<file path="src/rtl/ddr_rw_arbiter.sv">
// Four-client round-robin arbiter in front of DDR write/read controllers.
// Clients 0-1 drive the write controller; clients 2-3 drive the read controller.
module ddr_rw_arbiter #(
    parameter int ADDR_W = 28,
    parameter int LEN_W  = 4,
    parameter int TMO    = 15
) (
    input  logic                  clk_100M,
    input  logic                  rstn,
    input  logic                  init_done,
    input  logic [3:0]            cli_req,
    input  logic [4*ADDR_W-1:0]   cli_addr,
    input  logic [4*LEN_W-1:0]    cli_len,
    output logic [3:0]            cli_gnt,
    output logic [3:0]            cli_done,
    output logic [3:0]            cli_err,
    output logic                  wr_req,
    output logic [ADDR_W-1:0]     wr_addr,
    output logic [LEN_W-1:0]      wr_len,
    input  logic                  wr_busy,
    output logic                  rd_req,
    output logic [ADDR_W-1:0]     rd_addr,
    output logic [LEN_W-1:0]      rd_len,
    input  logic                  rd_busy
);

    typedef enum logic [1:0] {
        IDLE      = 2'd0,
        WAIT_BUSY = 2'd1,
        WAIT_DONE = 2'd2
    } state_t;

    localparam logic [3:0] CNT_LAST = 4'(TMO - 1);

    state_t            state, state_d;
    logic [1:0]        last, last_d;
    logic [1:0]        idx, idx_d;
    logic [3:0]        cnt, cnt_d;
    logic [1:0]        pick, cand;
    logic              found;
    logic              busy_m;
    logic [3:0]        gnt_d, done_d, err_d;
    logic              wr_req_d, rd_req_d;
    logic [ADDR_W-1:0] wr_addr_d, rd_addr_d;
    logic [LEN_W-1:0]  wr_len_d, rd_len_d;

    // Controller busy for the transaction in flight (idx[1] marks a read client).
    assign busy_m = idx[1] ? rd_busy : wr_busy;

    // Round-robin search starting just after the last completed client.
    always_comb begin
        found = 1'b0;
        pick  = last;
        cand  = '0;
        for (int k = 1; k <= 4; k++) begin
            cand = last + 2'(k);
            if (!found && cli_req[cand]) begin
                found = 1'b1;
                pick  = cand;
            end
        end
    end

    // Next-state and next-output logic.
    always_comb begin
        state_d   = state;
        last_d    = last;
        idx_d     = idx;
        cnt_d     = cnt;
        gnt_d     = cli_gnt;
        done_d    = '0;
        err_d     = '0;
        wr_req_d  = wr_req;
        rd_req_d  = rd_req;
        wr_addr_d = wr_addr;
        wr_len_d  = wr_len;
        rd_addr_d = rd_addr;
        rd_len_d  = rd_len;
        unique case (state)
            IDLE: begin
                cnt_d = '0;
                if (init_done && found) begin
                    idx_d   = pick;
                    gnt_d   = 4'b0001 << pick;
                    state_d = WAIT_BUSY;
                    if (pick[1]) begin
                        rd_req_d  = 1'b1;
                        rd_addr_d = cli_addr[int'(pick)*ADDR_W +: ADDR_W];
                        rd_len_d  = cli_len[int'(pick)*LEN_W +: LEN_W];
                    end else begin
                        wr_req_d  = 1'b1;
                        wr_addr_d = cli_addr[int'(pick)*ADDR_W +: ADDR_W];
                        wr_len_d  = cli_len[int'(pick)*LEN_W +: LEN_W];
                    end
                end
            end
            WAIT_BUSY: begin
                if (busy_m) begin
                    wr_req_d = 1'b0;
                    rd_req_d = 1'b0;
                    state_d  = WAIT_DONE;
                end else if (cnt == CNT_LAST) begin
                    wr_req_d = 1'b0;
                    rd_req_d = 1'b0;
                    err_d    = cli_gnt;
                    gnt_d    = '0;
                    cnt_d    = '0;
                    state_d  = IDLE;
                end else begin
                    cnt_d = cnt + 4'd1;
                end
            end
            WAIT_DONE: begin
                if (!busy_m) begin
                    done_d  = cli_gnt;
                    gnt_d   = '0;
                    last_d  = idx;
                    state_d = IDLE;
                end
            end
            default: begin
                gnt_d    = '0;
                wr_req_d = 1'b0;
                rd_req_d = 1'b0;
                cnt_d    = '0;
                state_d  = IDLE;
            end
        endcase
    end

    // State and registered outputs; synchronous active-low reset.
    always_ff @(posedge clk_100M) begin
        if (!rstn) begin
            state    <= IDLE;
            last     <= 2'd3;
            idx      <= '0;
            cnt      <= '0;
            cli_gnt  <= '0;
            cli_done <= '0;
            cli_err  <= '0;
            wr_req   <= 1'b0;
            rd_req   <= 1'b0;
            wr_addr  <= '0;
            wr_len   <= '0;
            rd_addr  <= '0;
            rd_len   <= '0;
        end else begin
            state    <= state_d;
            last     <= last_d;
            idx      <= idx_d;
            cnt      <= cnt_d;
            cli_gnt  <= gnt_d;
            cli_done <= done_d;
            cli_err  <= err_d;
            wr_req   <= wr_req_d;
            rd_req   <= rd_req_d;
            wr_addr  <= wr_addr_d;
            wr_len   <= wr_len_d;
            rd_addr  <= rd_addr_d;
            rd_len   <= rd_len_d;
        end
    end

endmodule

</file>
<file path="config.mk">
export PLATFORM = sky130hd
export DESIGN_NAME = ddr_rw_arbiter
export DESIGN_NICKNAME = d
export VERILOG_FILES = /design/src/rtl/ddr_rw_arbiter.sv
export SDC_FILE = /design/constraint.sdc
export NUM_CORES = 1
export LEC_CHECK = 0
export ABC_AREA = 1
export CAP_MARGIN = 20
export CELL_PAD_IN_SITES_DETAIL_PLACEMENT = 1
export CELL_PAD_IN_SITES_GLOBAL_PLACEMENT = 2
export CORE_ASPECT_RATIO = 2
export CORE_MARGIN = 2
export CORE_UTILIZATION = 19
export CTS_CLUSTER_DIAMETER = 60
export DETAILED_ROUTE_END_ITERATION = 7
export PLACE_DENSITY = 0.89
export RECOVER_POWER = 50
export SETUP_SLACK_MARGIN = 0.4
export SLEW_MARGIN = 20
export SYNTH_ARGS = -nofsm -noshare
export SYNTH_HDL_FRONTEND = slang
export SYNTH_SLANG_ARGS = --single-unit
export TNS_END_PERCENT = 30
</file>
<file path="constraint.sdc">
create_clock -name clk_100M -period 1.9 [get_ports clk_100M]
set_clock_uncertainty 0.05 [all_clocks]
set_input_delay 0.19 -clock clk_100M [delete_from_list [all_inputs] [get_ports clk_100M]]
set_output_delay 0.19 -clock clk_100M [all_outputs]
set_load 0.02 [all_outputs]
</file>
==> impl_metrics.csv, run 1 <==
group,metric,value,unit
outcome,status,"complete, but fails checks",
outcome,violations,"negative setup slack",
cts,cts_inserted_buffers,9,
floorplan,die_h,226,µm
routing,drtPass1Iterations,5,
sta,setup_tns,-3.60,ns
synthesis,avgSynthCellArea,6.43,µm²
power,vdd.ir_drop.worst,384,µV
setup_path,ff2ff_setup_slack,-0.10,ns
sta,max_slew_margin,0.709,
sta,finalHoldViolCount,0,
cts,tritoncts,"yes",
routing,wl_per_cell,16.3,µm
final_layout,final_nets,1108,
final_layout,drive_above_1_share,0.190,
final_layout,final_cell_mix,"nand2_1, clkdlybuf4s50_1, dfxtp_1, nor2_1, dlygate4sd2_1",
routing,drt_wl_total,20600,µm
sta,rsz0062_at_grt,"true",
setup_path,cp_top_family,"simple AND/OR/NAND/NOR gates",
placed_design,port_buffers,214,
cts,htree_levels,3,
power,leakagePower,4.03,nW
sta,fin_ws,-0.100,ns
power,pwr-share-comb,0.411,
floorplan,die_area,0.0260,mm²
sta,hold-worst-slack,0.213,ns
sta,maxSlewViolCount,0,
sta,setup-violations-final,67,
setup_path,reg2regPathDepth,13,
grt,grt_max_degree,49,
setup_path,max_stage_delay,0.37,ns
grt,grt-ovfl-total,0,
power,p_clk_frac,0.274,
cts,clock_path_buffers,2,
setup_path,r2r-end,"rd_addr[6]",
sta,min_period_over_period,1.05,
setup_path,crit_path_start_kind,"flop",
setup_path,critPathArrivalTime,2.20,ns
setup_path,critical_path.endpoint,"rd_addr[6]",
placed_design,dpl.hpwl,14900,µm
grt,grt_pass1_vias,5895,
setup_path,crit_buf_inv,3,
floorplan,num_rows,81,
power,p_seq_frac,0.315,
worst_hold_path,min_path_type,"in2reg",
floorplan,start_util,0.193,
routing,vias,5541,
synthesis,synth_seq_cells,88,
grt,antenna_found_initial,2,
routing,drc,0,
cts,postCtsHoldBufs,0,
setup_path,cp_cell_sequence,"buf_8 > nand2_4 > nand2_4 > nand2_4 > nand2_8 > nor2_8 > nand3_2 > nand3_4 > buf_12 > nor2_4 > buf_12 > o21ai_0 > nor2_1",
synthesis,syn_nets,869,
routing,drt-initial-drc-count,171,
synthesis,synth_warnings,0,
sta,period_minus_slack,2.00,ns
power,p_switching,2.52,mW
final_layout,fillers,2950,
cts,cts-root-buf,"clkbuf_16",
floorplan,ios,215,
cts,clk_pin_slew,0.07,ns
power,powerDensity,824,mW/mm²
grt,grt_pass1_wl,31300,µm
final_layout,area_growth,77.0,%
synthesis,synth.distinct_cells,31,
cts,worst_skew_pair.late_latency,0.36,ns
final_layout,final_common_cell,"nand2_1",
sta,clock.fmax,500,MHz
setup_path,path_class,"reg2reg",
setup_path,slowest_stage,"dfxtp_4",
synthesis,netlist_instances,730,
sta,worstMarginPinSlew,0.436,ns
synthesis,syn_area,0.00469,mm²
setup_path,reg2reg_from,"last[0]",
power,internal_power,4.33,mW
setup_path,worstPathRequired,2.10,ns
setup_path,crit_top_cell,"nand2_4",
power,total_power,6.85,mW
floorplan,core,0.0243,mm²
grt,grt_usage,0.158,
power,switching_share,0.368,
routing,ant_nets,0,
floorplan,dieWidth,115,µm
setup_path,cp-end-kind,"flop",
synthesis,ys_seq_area_frac,0.375,
cts,cts_sinks,88,
setup_path,path_depth,13,
setup_path,critPathMaxFanout,22,
routing,via_per_inst,4.38,
placed_design,finalWeightedCongestion,0.767,
run,cap_violations,0,
setup_path,startpoint,"last[0]",
tightest hold or removal path: cells and delay by family:
kind | cells | cell delay, ns
buf+inv | 1 | 0.24
simple gates | 2 | 0.15
synthesized netlist by cell type (all sizes together):
library cell	number	area [µm²]
clkbuf	9	33.8
a21oi	12	60.1
inv	70	265
nor2	92	372
buf	34	223
nand2	264	1040
nand4	27	169
ha	2	25.0
o211ai	1	7.51
nand3	56	315
a211oi	1	7.51
dfxtp	88	1760
nor3	32	195
o21ai	38	190
or2	1	6.26
a22oi	1	7.51
xor2	2	17.5
power by group through the flow:
stage	logic, mW	clock network [mW]	registers [mW]
2_1_floorplan	1.13	0	2.43
4_1_cts	2.71	1.96	2.16
3_3_place_gp	2.52	0	2.20
5_1_grt	3.08	2.02	2.18
3_5_place_dp	2.54	0	2.21
6_report	2.81	1.88	2.16
final cells by class:
class | count | area [µm²] | area share
multi-input cells | 529 | 2820 | 0.340
repair buffers | 271 | 2780 | 0.335
flip-flops and latches | 88 | 1770 | 0.213
well taps | 290 | 363 | 0.0437
inverters | 70 | 273 | 0.0328
clock buffers | 11 | 243 | 0.0292
clock inverters | 4 | 53.8 | 0.00648
diodes | 2 | 5.00 | 0.000603
logic make-up (layout without fill, tap and decap cells):
family,after synthesis,count (layout),synth area share
and+or+nand+nor,472,472,0.446
buffers and inverters,113,356,0.111
DFF,88,88,0.375
AOI/OAI and AO/OA,53,53,0.0581
adders and majority gates,2,2,0.00533
xor gates and xnor gates,2,2,0.00373
other,0,2,0
per-layer routing:
metal,vias up,routed length (µm),track usage
li1,2776,-,-
met5,-,0,0
met2,138,12000,0.310
met3,22,792,0.0314
met4,0,529,0.0634
met1,2605,7300,0.157
repair_timing:
| action | 4_1_cts | 5_1_grt |
|---|---|---|
| gates cloned | 3 | 1 |
| setup buffers | 10 | 2 |
| endpoints found under the setup margin | 151 | 76 |
| hold endpoints to repair | 0 | 0 |
| pin swaps | 26 | 23 |
| gates resized for setup | 154 | 50 |
how the worst min path moves through the flow:
stage,startpoint,endpoint,slack [ns],depth (start not counted)
final,rstn,wr_addr[26],0.21,3
after global placement,wr_addr[8],wr_addr[8],0.41,2
after floorplan,cli_addr[0],wr_addr[0],0.34,4
after global routing,rstn,wr_addr[26],0.24,3
after detailed placement,wr_req,wr_req,0.41,2
after CTS,rstn,wr_len[1],0.22,3
per-stage QoR:
stage          instances  utilization  area [µm²]  worst slack [ns]
3_3_place_gp        1232        0.304        7410            -0.418
2_1_floorplan        730            -        4740            0.0775
5_1_grt             1265        0.341        8310            -0.228
3_5_place_dp        1232        0.304        7410            -0.477
6_report            1265        0.341        8310            -0.100
4_1_cts             1260        0.332        8080           -0.0874
sequential cells by signal, indices dropped and copies added (netlist names):
signal,cells
cli_done,4
cli_err,4
cli_gnt,4
cnt,4
idx,2
last,2
rd_addr,28
rd_len,4
rd_req,1
state,2
wr_addr,28
wr_len,4
wr_req,1
Power figures use the tool's default switching activity.
==> run 2, diff against run 1 <==
--- a/config.mk
+++ b/config.mk
@@ -16,6 +16,7 @@
 export DETAILED_ROUTE_END_ITERATION = 7
 export PLACE_DENSITY = 0.89
 export RECOVER_POWER = 50
+export REMOVE_ABC_BUFFERS = 1
 export SETUP_SLACK_MARGIN = 0.4
 export SLEW_MARGIN = 20
 export SYNTH_ARGS = -nofsm -noshare
==> run 2 against run 1 <==
Net effect:
- critical endpoint is now rd_addr[27]
- clock power hardly changed
- core utilization up 1.5 points
- register-to-register slack lost 0.09 ns
- first-iteration DRC count shrank 12%
- setup slack got worse by 0.092 ns
- non-clock buffer count rose by 23
- combinational power increased by 14%
- global-route usage is 0.32 points higher
- wire length is 5.9% higher
- final area grew 4.4%
- fmax shrank 4.4%
- the run still ends with negative setup slack left
- hold slack worse by 0.082 ns
==> impl_metrics.csv, run 2 (synthesized netlist as in run 1, its figures left out) <==
group,metric,value,unit
outcome,status,"complete, but fails checks",
routing,drt-initial-drc-count,151,
floorplan,core,0.0243,mm²
cts,cts_sinks,88,
run,cap_violations,0,
routing,drtPass1Iterations,4,
grt,grt_usage,0.162,
setup_path,slowest_stage,"dfxtp_4",
cts,clock_path_buffers,2,
sta,max_slew_margin,0.718,
grt,grt_pass1_vias,5929,
routing,vias,5750,
sta,clock.fmax,478,MHz
sta,period_minus_slack,2.09,ns
floorplan,dieWidth,115,µm
floorplan,start_util,0.193,
power,p_clk_frac,0.257,
final_layout,final_cell_mix,"nand2_1, clkdlybuf4s50_1, nor2_1, dfxtp_1, dlygate4sd2_1",
power,leakagePower,4.17,nW
floorplan,num_rows,81,
cts,worst_skew_pair.late_latency,0.34,ns
final_layout,largest_registers,"rd_addr (28), wr_addr (28)",
floorplan,die_h,226,µm
routing,via_per_inst,4.46,
cts,htree_levels,3,
sta,hold-worst-slack,0.131,ns
final_layout,ff_latch_area,0.00177,mm²
worst_hold_path,min_path_type,"in2reg",
setup_path,max_stage_delay,0.37,ns
setup_path,cp_cell_sequence,"buf_8 > nand2_4 > nand2_4 > buf_4 > nand2_1 > nand2_2 > o21ai_1 > nand2_1 > nand2_4 > bufbuf_16 > nand2_1 > nand2_1 > nor3_2 > nor2_1",
grt,grt_pass1_wl,31800,µm
cts,tritoncts,"yes",
cts,cts-root-buf,"clkbuf_16",
placed_design,port_buffers,214,
final_layout,final_common_cell,"nand2_1",
final_layout,multiInputGateArea,0.00288,mm²
final_layout,fillers,2989,
final_layout,final_nets,1131,
setup_path,cp_top_family,"simple AND/OR/NAND/NOR gates",
setup_path,path_class,"reg2reg",
placed_design,dpl.hpwl,15100,µm
setup_path,worstPathRequired,2.13,ns
power,p_seq_frac,0.300,
routing,ant_nets,0,
power,p_switching,2.60,mW
sta,finalHoldViolCount,0,
grt,antenna_found_initial,1,
final_layout,fin_util,0.356,
grt,grt_max_degree,35,
power,switching_share,0.361,
outcome,violations,"negative setup slack",
sta,maxSlewViolCount,0,
final_layout,area_growth,84.7,%
power,vdd.ir_drop.worst,495,µV
setup_path,critPathArrivalTime,2.32,ns
routing,wl_per_cell,16.9,µm
placed_design,dp.cells,1236,
final_layout,fin_area,0.00867,mm²
power,powerDensity,833,mW/mm²
setup_path,crit_buf_inv,3,
sta,fin_ws,-0.193,ns
setup_path,critPathMaxFanout,7,
placed_design,placed_area,0.00740,mm²
setup_path,crit_path_start_kind,"flop",
placed_design,pre_cts_ws,-0.371,ns
final_layout,instances_no_fill,1288,
sta,min_period_over_period,1.10,
sta,rsz0062_at_grt,"true",
power,pwr-share-comb,0.442,
setup_path,crit_top_cell,"nand2_1",
cts,clk_pin_slew,0.07,ns
sta,setup-violations-final,71,
placed_design,finalWeightedCongestion,0.801,
grt,grt-ovfl-total,0,
floorplan,ios,215,
sta,worstMarginPinSlew,0.423,ns
floorplan,die_area,0.0260,mm²
routing,drc,0,
setup_path,cp-end-kind,"flop",
final_layout,drive_above_1_share,0.218,
power,internal_power,4.61,mW
cts,cts_inserted_buffers,9,
routing,drt_wl_total,21800,µm
[run 2: through the flow]
stage	power [mW]	setup TNS, ns
detailed placement	4.76	-23.72
floorplan	3.38	-42.67
CTS	6.92	-3.98
finish	7.22	-6.63
global placement	4.73	-20.99
global route	7.64	-13.55
[run 2: worst reg2reg max path: stages (launching register included)]
cell and delay (ns):
dfxtp_4 0.37, buf_8 0.15, nand2_4 0.06, nand2_4 0.07, buf_4 0.13, nand2_1 0.06, nand2_2 0.10, o21ai_1 0.19
nand2_1 0.12, nand2_4 0.18, bufbuf_16 0.30, nand2_1 0.05, nand2_1 0.06, nor3_2 0.04, nor2_1 0.10
[run 2: layout make-up]
type | instances | share of cell area
Antenna cell | 1 | 0.000289
Clock buffer | 12 | 0.0296
Clock inverter | 4 | 0.00606
Inverter | 70 | 0.0315
Multi-Input combinational cell | 529 | 0.333
Sequential cell | 88 | 0.204
Tap cell | 290 | 0.0419
Timing Repair Buffer | 294 | 0.354
[run 2: worst paths after layout]
check,slack (ns),cells past startpoint,end,from
max,-0.19,14,rd_addr[27],last[0]
min reg2reg,0.42,2,wr_addr[12],wr_addr[12]
max reg2reg,-0.19,14,rd_addr[27],last[0]
min,0.13,3,wr_addr[16],rstn
[run 2: repair_timing]
action / 4_1_cts / 5_1_grt
hold buffers: 0 / 0
gates cloned: 8 / 5
hold endpoints to repair: 0 / 0
resized for setup: 142 / 112
endpoints found under the setup margin: 144 / 84
setup buffers: 9 / 13
pin swaps: 11 / 39
[run 2: power groups by stage]
stage               logic, mW  clock network, mW  registers, mW
detailed placement       2.55                  0           2.21
global route             3.44               2.01           2.19
global placement         2.53                  0           2.20
CTS                      2.82               1.94           2.16
floorplan               0.953                  0           2.43
finish                   3.19               1.86           2.17
[run 2: metal layers]
layer | wire length [µm] | track usage | vias to the layer above
met4 | 789 | 0.0735 | 0
li1 | - | - | 2815
met3 | 822 | 0.0274 | 33
met1 | 7210 | 0.149 | 2765
met5 | 0 | 0 | -
met2 | 13000 | 0.329 | 137
==> run 3, diff against run 2 <==
--- a/config.mk
+++ b/config.mk
@@ -14,7 +14,7 @@
 export CORE_UTILIZATION = 19
 export CTS_CLUSTER_DIAMETER = 60
 export DETAILED_ROUTE_END_ITERATION = 7
-export PLACE_DENSITY = 0.89
+export PLACE_DENSITY_LB_ADDON = 0.1
 export RECOVER_POWER = 50
 export REMOVE_ABC_BUFFERS = 1
 export SETUP_SLACK_MARGIN = 0.4
==> run 3 against run 2 <==
Net effect:
- the flow still finishes with violations (negative setup slack)
- hold slack gained 0.13 ns
- total power shrank 3.2%
- wire length shrank 4.1%
- critical path type unchanged
- clock power grew 7%
==> impl_metrics.csv, run 3 (synthesized netlist as in run 1, its figures left out) <==
group,metric,value,unit
cts,clk_pin_slew,0.07,ns
placed_design,finalWeightedCongestion,0.795,
sta,max_slew_margin,0.555,
power,p_switching,2.51,mW
setup_path,crit_path_start_kind,"flop",
power,leakagePower,4.17,nW
final_layout,antenna_cells,0,
outcome,status,"complete, but fails checks",
power,vdd.ir_drop.worst,344,µV
final_layout,instances_no_fill,1273,
sta,clock.fmax,489,MHz
cts,tritoncts,"yes",
sta,period_minus_slack,2.05,ns
placed_design,placed_area,0.00744,mm²
setup_path,cp-end-kind,"flop",
final_layout,final_nets,1117,
floorplan,die_area,0.0260,mm²
final_layout,fin_area,0.00825,mm²
final_layout,final_cell_mix,"nand2_1, clkdlybuf4s50_1, nor2_1, dfxtp_1, inv_1",
sta,worstMarginPinSlew,0.665,ns
run,cap_violations,0,
power,internal_power,4.47,mW
routing,wl_per_cell,16.4,µm
sta,setup-violations-final,69,
floorplan,ios,215,
sta,maxSlewViolCount,0,
sta,min_period_over_period,1.08,
routing,drt-initial-drc-count,121,
power,powerDensity,847,mW/mm²
routing,ant_nets,0,
setup_path,slowest_stage,"dfxtp_4",
placed_design,port_buffers,214,
setup_path,worstPathRequired,2.10,ns
routing,via_per_inst,4.34,
grt,grt-ovfl-total,0,
setup_path,cp_cell_sequence,"buf_8 > nand2_4 > nand2_4 > buf_4 > a22oi_1 > nand2_2 > nand3_4 > nand2_8 > buf_12 > buf_16 > nor3_1 > nor2_1",
power,p_seq_frac,0.309,
floorplan,start_util,0.193,
setup_path,max_stage_delay,0.37,ns
cts,clock_path_buffers,2,
routing,drtPass1Iterations,4,
setup_path,path_class,"reg2reg",
setup_path,cp_top_family,"simple AND/OR/NAND/NOR gates",
final_layout,fin_util,0.339,
floorplan,core,0.0243,mm²
sta,rsz0062_at_grt,"true",
sta,hold-worst-slack,0.264,ns
outcome,violations,"negative setup slack",
grt,grt_usage,0.163,
cts,htree_levels,3,
grt,grt_max_degree,58,
cts,worst_skew_pair.late_latency,0.36,ns
setup_path,critPathArrivalTime,2.25,ns
cts,cts_inserted_buffers,9,
final_layout,drive_above_1_share,0.169,
grt,grt_pass1_vias,6116,
final_layout,final_common_cell,"nand2_1",
routing,drc,0,
routing,vias,5524,
grt,antenna_found_initial,0,
floorplan,num_rows,81,
worst_hold_path,min_path_type,"in2reg",
final_layout,area_growth,75.9,%
placed_design,dp.cells,1235,
final_layout,fillers,3023,
power,switching_share,0.360,
setup_path,critPathMaxFanout,19,
grt,grt_pass1_wl,32400,µm
power,p_clk_frac,0.285,
cts,cts-root-buf,"clkbuf_16",
placed_design,dpl.hpwl,16000,µm
floorplan,dieWidth,115,µm
final_layout,largest_registers,"rd_addr (28), wr_addr (28)",
setup_path,crit_top_cell,"nand2_4",
sta,fin_ws,-0.146,ns
power,pwr-share-comb,0.406,
routing,drt_wl_total,20900,µm
cts,postCtsHoldBufs,0,
cts,cts_sinks,88,
floorplan,die_h,226,µm
sta,finalHoldViolCount,0,
setup_path,crit_buf_inv,4,
==> run 3: metrics by stage <==
| stage | setup WS, ns | power [mW] | setup TNS (ns) |
|---|---|---|---|
| after floorplan | -0.660 | 3.38 | -42.67 |
| after global placement | -0.383 | 4.76 | -20.22 |
| after detailed placement | -0.454 | 4.81 | -26.46 |
| after CTS | -0.143 | 7.20 | -7.42 |
| after global routing | -0.257 | 7.45 | -15.55 |
| final | -0.146 | 6.99 | -6.79 |
==> run 3: final timing paths <==
check / cells past startpoint / slack, ns / from / end
min reg2reg: 2 / 0.42 / wr_addr[0] / wr_addr[0]
max reg2reg: 12 / -0.15 / last[0] / rd_addr[0]
max: 12 / -0.15 / last[0] / rd_addr[0]
min: 3 / 0.26 / rstn / cli_gnt[1]
==> run 3: cell type report <==
class	instances	area, µm²	share of cell area
repair buffers	280	2740	0.332
clock buffers	9	225	0.0273
clock inverters	7	103	0.0124
multi-input cells	529	2770	0.336
well taps	290	363	0.0440
flip-flops and latches	88	1770	0.214
inverters	70	275	0.0334
==> run 3: repair_timing <==
| item | CTS | global route |
|---|---|---|
| setup buffers | 11 | 6 |
| gates cloned | 3 | 2 |
| setup endpoints to repair | 151 | 153 |
| gates resized for setup | 76 | 106 |
| pin swaps | 17 | 18 |
==> run 3: power groups by stage <==
stage,combinational (mW),sequential [mW],clock (mW)
floorplan,0.953,2.43,0
global placement,2.56,2.20,0
detailed placement,2.60,2.21,0
CTS,2.93,2.17,2.09
global route,3.12,2.19,2.14
finish,2.83,2.16,1.99
==> run 3: layer usage <==
layer | vias up | track usage | wire length [µm]
li1 | 2799 | - | -
met1 | 2561 | 0.154 | 6960
met2 | 136 | 0.322 | 12300
met3 | 28 | 0.0413 | 1100
met4 | 0 | 0.0692 | 557
met5 | - | 0 | 0
==> run 3: worst min-delay path, delay by kind of cell <==
family | cells | cell delay (ns)
simple gates | 1 | 0.13
buf+inv | 2 | 0.31
